### src/rtl/renode_apb3_requester_if.sv
// rtl/renode_apb3_requester_if.sv - request/response and APB3 signal bundle for renode_apb3_requester
interface renode_apb3_requester_if #(
    parameter int AddressWidth = 20,
    parameter int DataWidth    = 32
);
    logic                    req_valid;
    logic                    req_ready;
    logic [AddressWidth-1:0] req_addr;
    logic                    req_write;
    logic [DataWidth-1:0]    req_wdata;
    logic                    rsp_valid;
    logic [DataWidth-1:0]    rsp_rdata;
    logic                    rsp_error;
    logic [AddressWidth-1:0] paddr;
    logic                    pselx;
    logic                    penable;
    logic                    pwrite;
    logic [DataWidth-1:0]    pwdata;
    logic                    pready;
    logic [DataWidth-1:0]    prdata;
    logic                    pslverr;

    // master: the requester itself; slave: whoever drives requests and plays the completer
    modport master (
        input  req_valid, req_addr, req_write, req_wdata, pready, prdata, pslverr,
        output req_ready, rsp_valid, rsp_rdata, rsp_error, paddr, pselx, penable, pwrite, pwdata
    );
    modport slave (
        output req_valid, req_addr, req_write, req_wdata, pready, prdata, pslverr,
        input  req_ready, rsp_valid, rsp_rdata, rsp_error, paddr, pselx, penable, pwrite, pwdata
    );
endinterface

### src/rtl/renode_apb3_requester.sv
// rtl/renode_apb3_requester.sv - APB3 requester turning single-word requests into APB3 transfers
// Optional ACCESS-phase watchdog: define RENODE_APB3_REQUESTER_TIMEOUT_EN.
module renode_apb3_requester #(
    parameter int AddressWidth  = 20,
    parameter int DataWidth     = 32,
    parameter int TimeoutCycles = 256
) (
    input  logic                     pclk,
    input  logic                     presetn,
    renode_apb3_requester_if.master  bus
);
    if ((DataWidth != 8 && DataWidth != 16 && DataWidth != 32) ||
        TimeoutCycles < 1 || TimeoutCycles > 65535 || AddressWidth < 1) begin : g_param_check
        $error("renode_apb3_requester: illegal parameter value");
    end

    typedef enum logic [1:0] {
        IDLE   = 2'd0,
        SETUP  = 2'd1,
        ACCESS = 2'd2
    } state_e;

    state_e                  state_q, state_d;
    logic [AddressWidth-1:0] paddr_q, paddr_d;
    logic                    pwrite_q, pwrite_d;
    logic [DataWidth-1:0]    pwdata_q, pwdata_d;
    logic                    rsp_valid_q, rsp_valid_d;
    logic [DataWidth-1:0]    rsp_rdata_q, rsp_rdata_d;
    logic                    rsp_error_q, rsp_error_d;

`ifdef RENODE_APB3_REQUESTER_TIMEOUT_EN
    localparam logic [15:0] TimeoutLimit = 16'(TimeoutCycles);
    logic [15:0] wait_cnt_q, wait_cnt_d;
`endif

    always_comb begin
        state_d     = state_q;
        paddr_d     = paddr_q;
        pwrite_d    = pwrite_q;
        pwdata_d    = pwdata_q;
        rsp_valid_d = 1'b0;
        rsp_rdata_d = rsp_rdata_q;
        rsp_error_d = rsp_error_q;
`ifdef RENODE_APB3_REQUESTER_TIMEOUT_EN
        wait_cnt_d  = wait_cnt_q;
`endif
        case (state_q)
            IDLE: begin
                if (bus.req_valid) begin
                    paddr_d  = bus.req_addr;
                    pwrite_d = bus.req_write;
                    pwdata_d = bus.req_wdata;
                    state_d  = SETUP;
                end
            end
            SETUP: begin
                state_d = ACCESS;
`ifdef RENODE_APB3_REQUESTER_TIMEOUT_EN
                wait_cnt_d = '0;
`endif
            end
            ACCESS: begin
                if (bus.pready) begin
                    state_d     = IDLE;
                    rsp_valid_d = 1'b1;
                    rsp_error_d = bus.pslverr;
                    rsp_rdata_d = pwrite_q ? '0 : bus.prdata;
                end
`ifdef RENODE_APB3_REQUESTER_TIMEOUT_EN
                else begin
                    // The wait cycle that brings the count to the limit is the last one tolerated
                    wait_cnt_d = wait_cnt_q + 16'd1;
                    if (wait_cnt_d == TimeoutLimit) begin
                        state_d     = IDLE;
                        rsp_valid_d = 1'b1;
                        rsp_error_d = 1'b1;
                        rsp_rdata_d = '0;
                    end
                end
`endif
            end
            default: state_d = IDLE;
        endcase
    end

    always_ff @(posedge pclk) begin
        if (!presetn) begin
            state_q     <= IDLE;
            paddr_q     <= '0;
            pwrite_q    <= 1'b0;
            pwdata_q    <= '0;
            rsp_valid_q <= 1'b0;
            rsp_rdata_q <= '0;
            rsp_error_q <= 1'b0;
`ifdef RENODE_APB3_REQUESTER_TIMEOUT_EN
            wait_cnt_q  <= '0;
`endif
        end else begin
            state_q     <= state_d;
            paddr_q     <= paddr_d;
            pwrite_q    <= pwrite_d;
            pwdata_q    <= pwdata_d;
            rsp_valid_q <= rsp_valid_d;
            rsp_rdata_q <= rsp_rdata_d;
            rsp_error_q <= rsp_error_d;
`ifdef RENODE_APB3_REQUESTER_TIMEOUT_EN
            wait_cnt_q  <= wait_cnt_d;
`endif
        end
    end

    assign bus.req_ready = presetn && (state_q == IDLE);
    assign bus.pselx     = (state_q != IDLE);
    assign bus.penable   = (state_q == ACCESS);
    assign bus.paddr     = paddr_q;
    assign bus.pwrite    = pwrite_q;
    assign bus.pwdata    = pwdata_q;
    assign bus.rsp_valid = rsp_valid_q;
    assign bus.rsp_rdata = rsp_rdata_q;
    assign bus.rsp_error = rsp_error_q;
endmodule

### src/flat_wrapper.sv
// flat-port wrapper written by rule: the top's interface ports become plain ports
module renode_apb3_requester_flat 
#(
    parameter int AddressWidth  = 20,
    parameter int DataWidth     = 32,
    parameter int TimeoutCycles = 256
)
  (pclk, presetn, bus_req_valid, bus_req_addr, bus_req_write, bus_req_wdata, bus_pready, bus_prdata, bus_pslverr, bus_req_ready, bus_rsp_valid, bus_rsp_rdata, bus_rsp_error, bus_paddr, bus_pselx, bus_penable, bus_pwrite, bus_pwdata);
  renode_apb3_requester_if #(.AddressWidth(AddressWidth), .DataWidth(DataWidth)) bus_i ();
  input  logic pclk;
  input  logic presetn;
  input wire logic [$bits(bus_i.req_valid)-1:0] bus_req_valid;
  input wire logic [$bits(bus_i.req_addr)-1:0] bus_req_addr;
  input wire logic [$bits(bus_i.req_write)-1:0] bus_req_write;
  input wire logic [$bits(bus_i.req_wdata)-1:0] bus_req_wdata;
  input wire logic [$bits(bus_i.pready)-1:0] bus_pready;
  input wire logic [$bits(bus_i.prdata)-1:0] bus_prdata;
  input wire logic [$bits(bus_i.pslverr)-1:0] bus_pslverr;
  output wire logic [$bits(bus_i.req_ready)-1:0] bus_req_ready;
  output wire logic [$bits(bus_i.rsp_valid)-1:0] bus_rsp_valid;
  output wire logic [$bits(bus_i.rsp_rdata)-1:0] bus_rsp_rdata;
  output wire logic [$bits(bus_i.rsp_error)-1:0] bus_rsp_error;
  output wire logic [$bits(bus_i.paddr)-1:0] bus_paddr;
  output wire logic [$bits(bus_i.pselx)-1:0] bus_pselx;
  output wire logic [$bits(bus_i.penable)-1:0] bus_penable;
  output wire logic [$bits(bus_i.pwrite)-1:0] bus_pwrite;
  output wire logic [$bits(bus_i.pwdata)-1:0] bus_pwdata;
  assign bus_i.req_valid = bus_req_valid;
  assign bus_i.req_addr = bus_req_addr;
  assign bus_i.req_write = bus_req_write;
  assign bus_i.req_wdata = bus_req_wdata;
  assign bus_i.pready = bus_pready;
  assign bus_i.prdata = bus_prdata;
  assign bus_i.pslverr = bus_pslverr;
  assign bus_req_ready = bus_i.req_ready;
  assign bus_rsp_valid = bus_i.rsp_valid;
  assign bus_rsp_rdata = bus_i.rsp_rdata;
  assign bus_rsp_error = bus_i.rsp_error;
  assign bus_paddr = bus_i.paddr;
  assign bus_pselx = bus_i.pselx;
  assign bus_penable = bus_i.penable;
  assign bus_pwrite = bus_i.pwrite;
  assign bus_pwdata = bus_i.pwdata;
  renode_apb3_requester #(.AddressWidth(AddressWidth), .DataWidth(DataWidth), .TimeoutCycles(TimeoutCycles)) u_core (.pclk(pclk), .presetn(presetn), .bus(bus_i));
endmodule
### config.mk
export PLATFORM = sky130hd
export DESIGN_NAME = renode_apb3_requester_flat
export DESIGN_NICKNAME = d
export VERILOG_FILES = /design/src/rtl/renode_apb3_requester_if.sv /design/src/rtl/renode_apb3_requester.sv /design/src/flat_wrapper.sv
export SDC_FILE = /design/constraint.sdc
export NUM_CORES = 1
export LEC_CHECK = 0
export CAP_MARGIN = 25
export CORE_MARGIN = 2
export CORE_UTILIZATION = 40
export DETAILED_ROUTE_END_ITERATION = 16
export PLACE_DENSITY_LB_ADDON = 0.3
export SLEW_MARGIN = 20
export SYNTH_ARGS = -nofsm -noshare
export SYNTH_HDL_FRONTEND = slang
export SYNTH_SLANG_ARGS = --single-unit
### constraint.sdc
create_clock -name pclk -period 1.32 [get_ports pclk]
set_input_delay 0.264 -clock pclk [delete_from_list [all_inputs] [get_ports pclk]]
set_output_delay 0.264 -clock pclk [all_outputs]
set_load 0.1 [all_outputs]
==> results.json, run 1 <==
{
  "crit_chain": "nor3b_4, buf_12",
  "intPower_uw": 5115,
  "crit_fanout": 5,
  "grt_pass1_wl_um": 17090,
  "yosys.cell_types.count": 15,
  "via_count": 3346,
  "synth_fp_nets": 479,
  "powerDensity_mw_per_mm2": 1089,
  "end_kind": "primary output",
  "critPathBufInv": 1,
  "antenna_cells": 0,
  "ys_seq_elements": 89,
  "synth-compound-area-share_pct": 0.2042,
  "worst_hold_path_type": "in -> reg",
  "grt_pass1_vias": 3464,
  "drtAntennaViolNets": 0,
  "setup_violations": 54,
  "r2r_cells": 6,
  "synth_top_family_by_area": "multiplexers",
  "cts.sinks": 89,
  "rows": 34,
  "power_frac_comb_pct": 33.7,
  "die_y_um": 99.88,
  "drtIter0Drc": 90,
  "rr_endpoint": "u_core.bus.paddr[19]$_SDFFE_PN0P_",
  "clockBufferDepth": 2,
  "final_core_util_pct": 80.34,
  "critPathLaunchType": "flop",
  "tritoncts": "yes",
  "wl_um": 11240,
  "drc": 0,
  "worstPathRequired_ns": 1.06,
  "die_w_um": 99.88,
  "antenna_found_initial": 0,
  "final_cells": 691,
  "grt_overflow": 0,
  "yosys_warnings": 0,
  "port_buffers": 179,
  "wire_per_inst_um": 16.26,
  "status": "complete, but fails checks",
  "cp_top_family": "flip-flops",
  "startpoint": "u_core.state_q[1]$_SDFFE_PN0P_",
  "stdcell_area_mm2": 0.007074,
  "start_util_pct": 41.76,
  "critPathSlowestCell": "dfxtp_4",
  "p_leak_uw": 0.002801,
  "numCtsBuffers": 9,
  "power_switching_uw": 2590,
  "synthCells": 389,
  "reg2reg_slack_ns": -0.13,
  "pwr-share-clk_pct": 27.5,
  "rr_startpoint": "u_core.state_q[1]$_SDFFE_PN0P_",
  "dpl-instance-area_mm2": 0.006499,
  "place_inst": 658,
  "synthAdderAreaFrac_pct": 0,
  "cp.arrival_ns": 1.19,
  "violations": "setup timing",
  "switching_share_pct": 33.61,
  "crit_type": "reg -> out",
  "place_congestion": 0.7184,
  "drt_first_pass_iters": 4,
  "core_mm2": 0.008806,
  "syn_area_mm2": 0.003677,
  "fin_setup_tns_ns": -2.970,
  "min_period_ns": 1.455,
  "fin_worst_skew_ns": 0.008383,
  "min_period_over_period_pct": 110.2,
  "synth.avg_cell_area_um2": 9.453,
  "clock_latency_ns": 0.35,
  "seqPwrFrac_pct": 38.8,
  "syn_to_final_growth_pct": 92.38,
  "io-pin-count": 180,
  "critPathCapture": "bus_req_ready",
  "grt_max_degree": 98,
  "hold_slack_ns": 0.1894,
  "slowest_delay_ns": 0.38,
  "path_clk_slew_ns": 0.08,
  "die_area_mm2": 0.009976,
  "finalHoldViolations": 0,
  "synth-xor-area-share_pct": 0,
  "max_cap_violations": 0,
  "nets": 668,
  "worstMarginPinSlew_ns": 0.3828,
  "ir_drop_mv": 0.7255,
  "ctsHoldBuffers": 0,
  "synth-seq-area-share_pct": 48.45,
  "cts_root_buffer": "clkbuf_8",
  "cp.depth": 2,
  "fmax_ghz": 0.6874,
  "hpwl_um": 7631,
  "grt_usage_pct": 21.69,
  "rsz0062_at_grt": "yes",
  "h-tree-depth": 3,
  "viasPerCell": 4.842,
  "synthSimpleGateAreaFrac_pct": 22.52,
  "synth_mux_area_share_pct": 23.41,
  "drv_slew": 0,
  "slew_headroom_pct": 74.48,
  "setup_slack_ns": -0.1349,
  "layout-drive-gt1-share_pct": 25.39
}
==> logic make-up after synthesis <==
| kind of cell | after synthesis |
|---|---|
| muxes | 86 |
| AOI/OAI and AO/OA | 1 |
| DFF | 89 |
| and+or+nand+nor | 181 |
| buffers and inverters | 32 |
==> per-stage QoR <==
step / total power [uW] / setup WS [ns]
after global routing: 7957 / -0.1995
final: 7705 / -0.1349
after CTS: 7679 / -0.1333
after global placement: 5445 / -0.2779
after floorplan: 4439 / -0.1796
after detailed placement: 5489 / -0.3354
==> synth_stat cells <==
cell      count  share of area [%]
nand2_1     140                 14
dfxtp_1      89                 48
mux2i_1      86                 23
nand3b_1     32                6.5
clkbuf_1     13                1.3
buf_6         9                2.8
buf_2         6               0.82
buf_1         3               0.31
nor3b_1       3               0.61
and2_1        2               0.34
nor2b_1       2               0.34
and3b_1       1               0.24
buf_4         1               0.20
o21a_1        1               0.20
or2_2         1               0.17
==> per-layer routing <==
layer  global-route usage [%]  part of all wire [%]  vias up
met5                        0                     0        -
met4                    7.903                   1.7        0
met3                    8.914                   9.4       15
met2                    37.01                    49      134
met1                    24.41                    40     1553
li1                         -                     -     1644
==> worst min path at each step <==
stage / start / end / slack [ns] / depth (start not counted)
global placement: u_core.bus.pwdata[13]$_SDFFE_PN0P_ / u_core.bus.pwdata[13]$_SDFFE_PN0P_ / 0.48 / 2
global route: presetn / u_core.state_q[1]$_SDFFE_PN0P_ / 0.18 / 2
detailed placement: u_core.bus.paddr[7]$_SDFFE_PN0P_ / u_core.bus.paddr[7]$_SDFFE_PN0P_ / 0.48 / 2
CTS: presetn / u_core.state_q[1]$_SDFFE_PN0P_ / 0.18 / 2
floorplan: bus_req_valid / u_core.state_q[0]$_SDFFE_PN0P_ / 0.39 / 1
finish: presetn / u_core.state_q[1]$_SDFFE_PN0P_ / 0.19 / 2
==> cells in the final DEF, fill, tap and decap left out, drive strengths merged <==
cell type,Yosys,routed
clkdlybuf4s50,0,88
dfxtp,89,89
buf,19,119
nand3b,32,32
nor3b,3,3
nor2b,2,2
and2,2,2
nand2,140,140
o21a,1,1
clkinvlp,0,2
bufinv,0,2
clkbuf,13,15
or2,1,1
mux2i,86,86
and3b,1,1
==> flip-flops by register name, summed over array words and instances, names as in the netlist <==
name	cells
u_core.bus.pwrite	1
u_core.bus.rsp_rdata	32
u_core.state_q	2
u_core.bus.rsp_valid	1
u_core.bus.paddr	20
u_core.bus.rsp_error	1
u_core.bus.pwdata	32
==> worst register-to-register path: stages (launching register included) <==
cell	delay, ns
dfxtp_4	0.38
buf_6	0.12
nor3b_4	0.26
buf_6	0.18
buf_12	0.12
buf_8	0.13
mux2i_1	0.19
==> power groups by stage <==
stage	Clock, uW	Combinational [uW]	Sequential [uW]
finish	2120	2600	2990
global route	2270	2690	3000
CTS	2140	2550	2990
detailed placement	0	2440	3050
global placement	0	2400	3040
floorplan	0	495	3940
==> repair_timing <==
action                     4_1_cts  5_1_grt
buffers inserted                 6        4
pin swaps                        2        3
resized for setup               17       11
cloned                           3        4
setup endpoints to repair       12       87
==> final cells by class <==
cell class	instances	area [um2]
Fill cell	525	1732
Clock inverter	4	75.07
Clock buffer	12	155.1
Sequential cell	89	1793
Tap cell	108	135.1
Timing Repair Buffer	210	3174
Multi-Input combinational cell	268	1742
Note: power is estimated with default switching activity, not from simulation.
==> run 2: changes to the inputs <==
- RECOVER_POWER: not set -> 100
==> results of run 2 <==
Same layout as run 1: the final DEF is identical, and so are final timing and power.
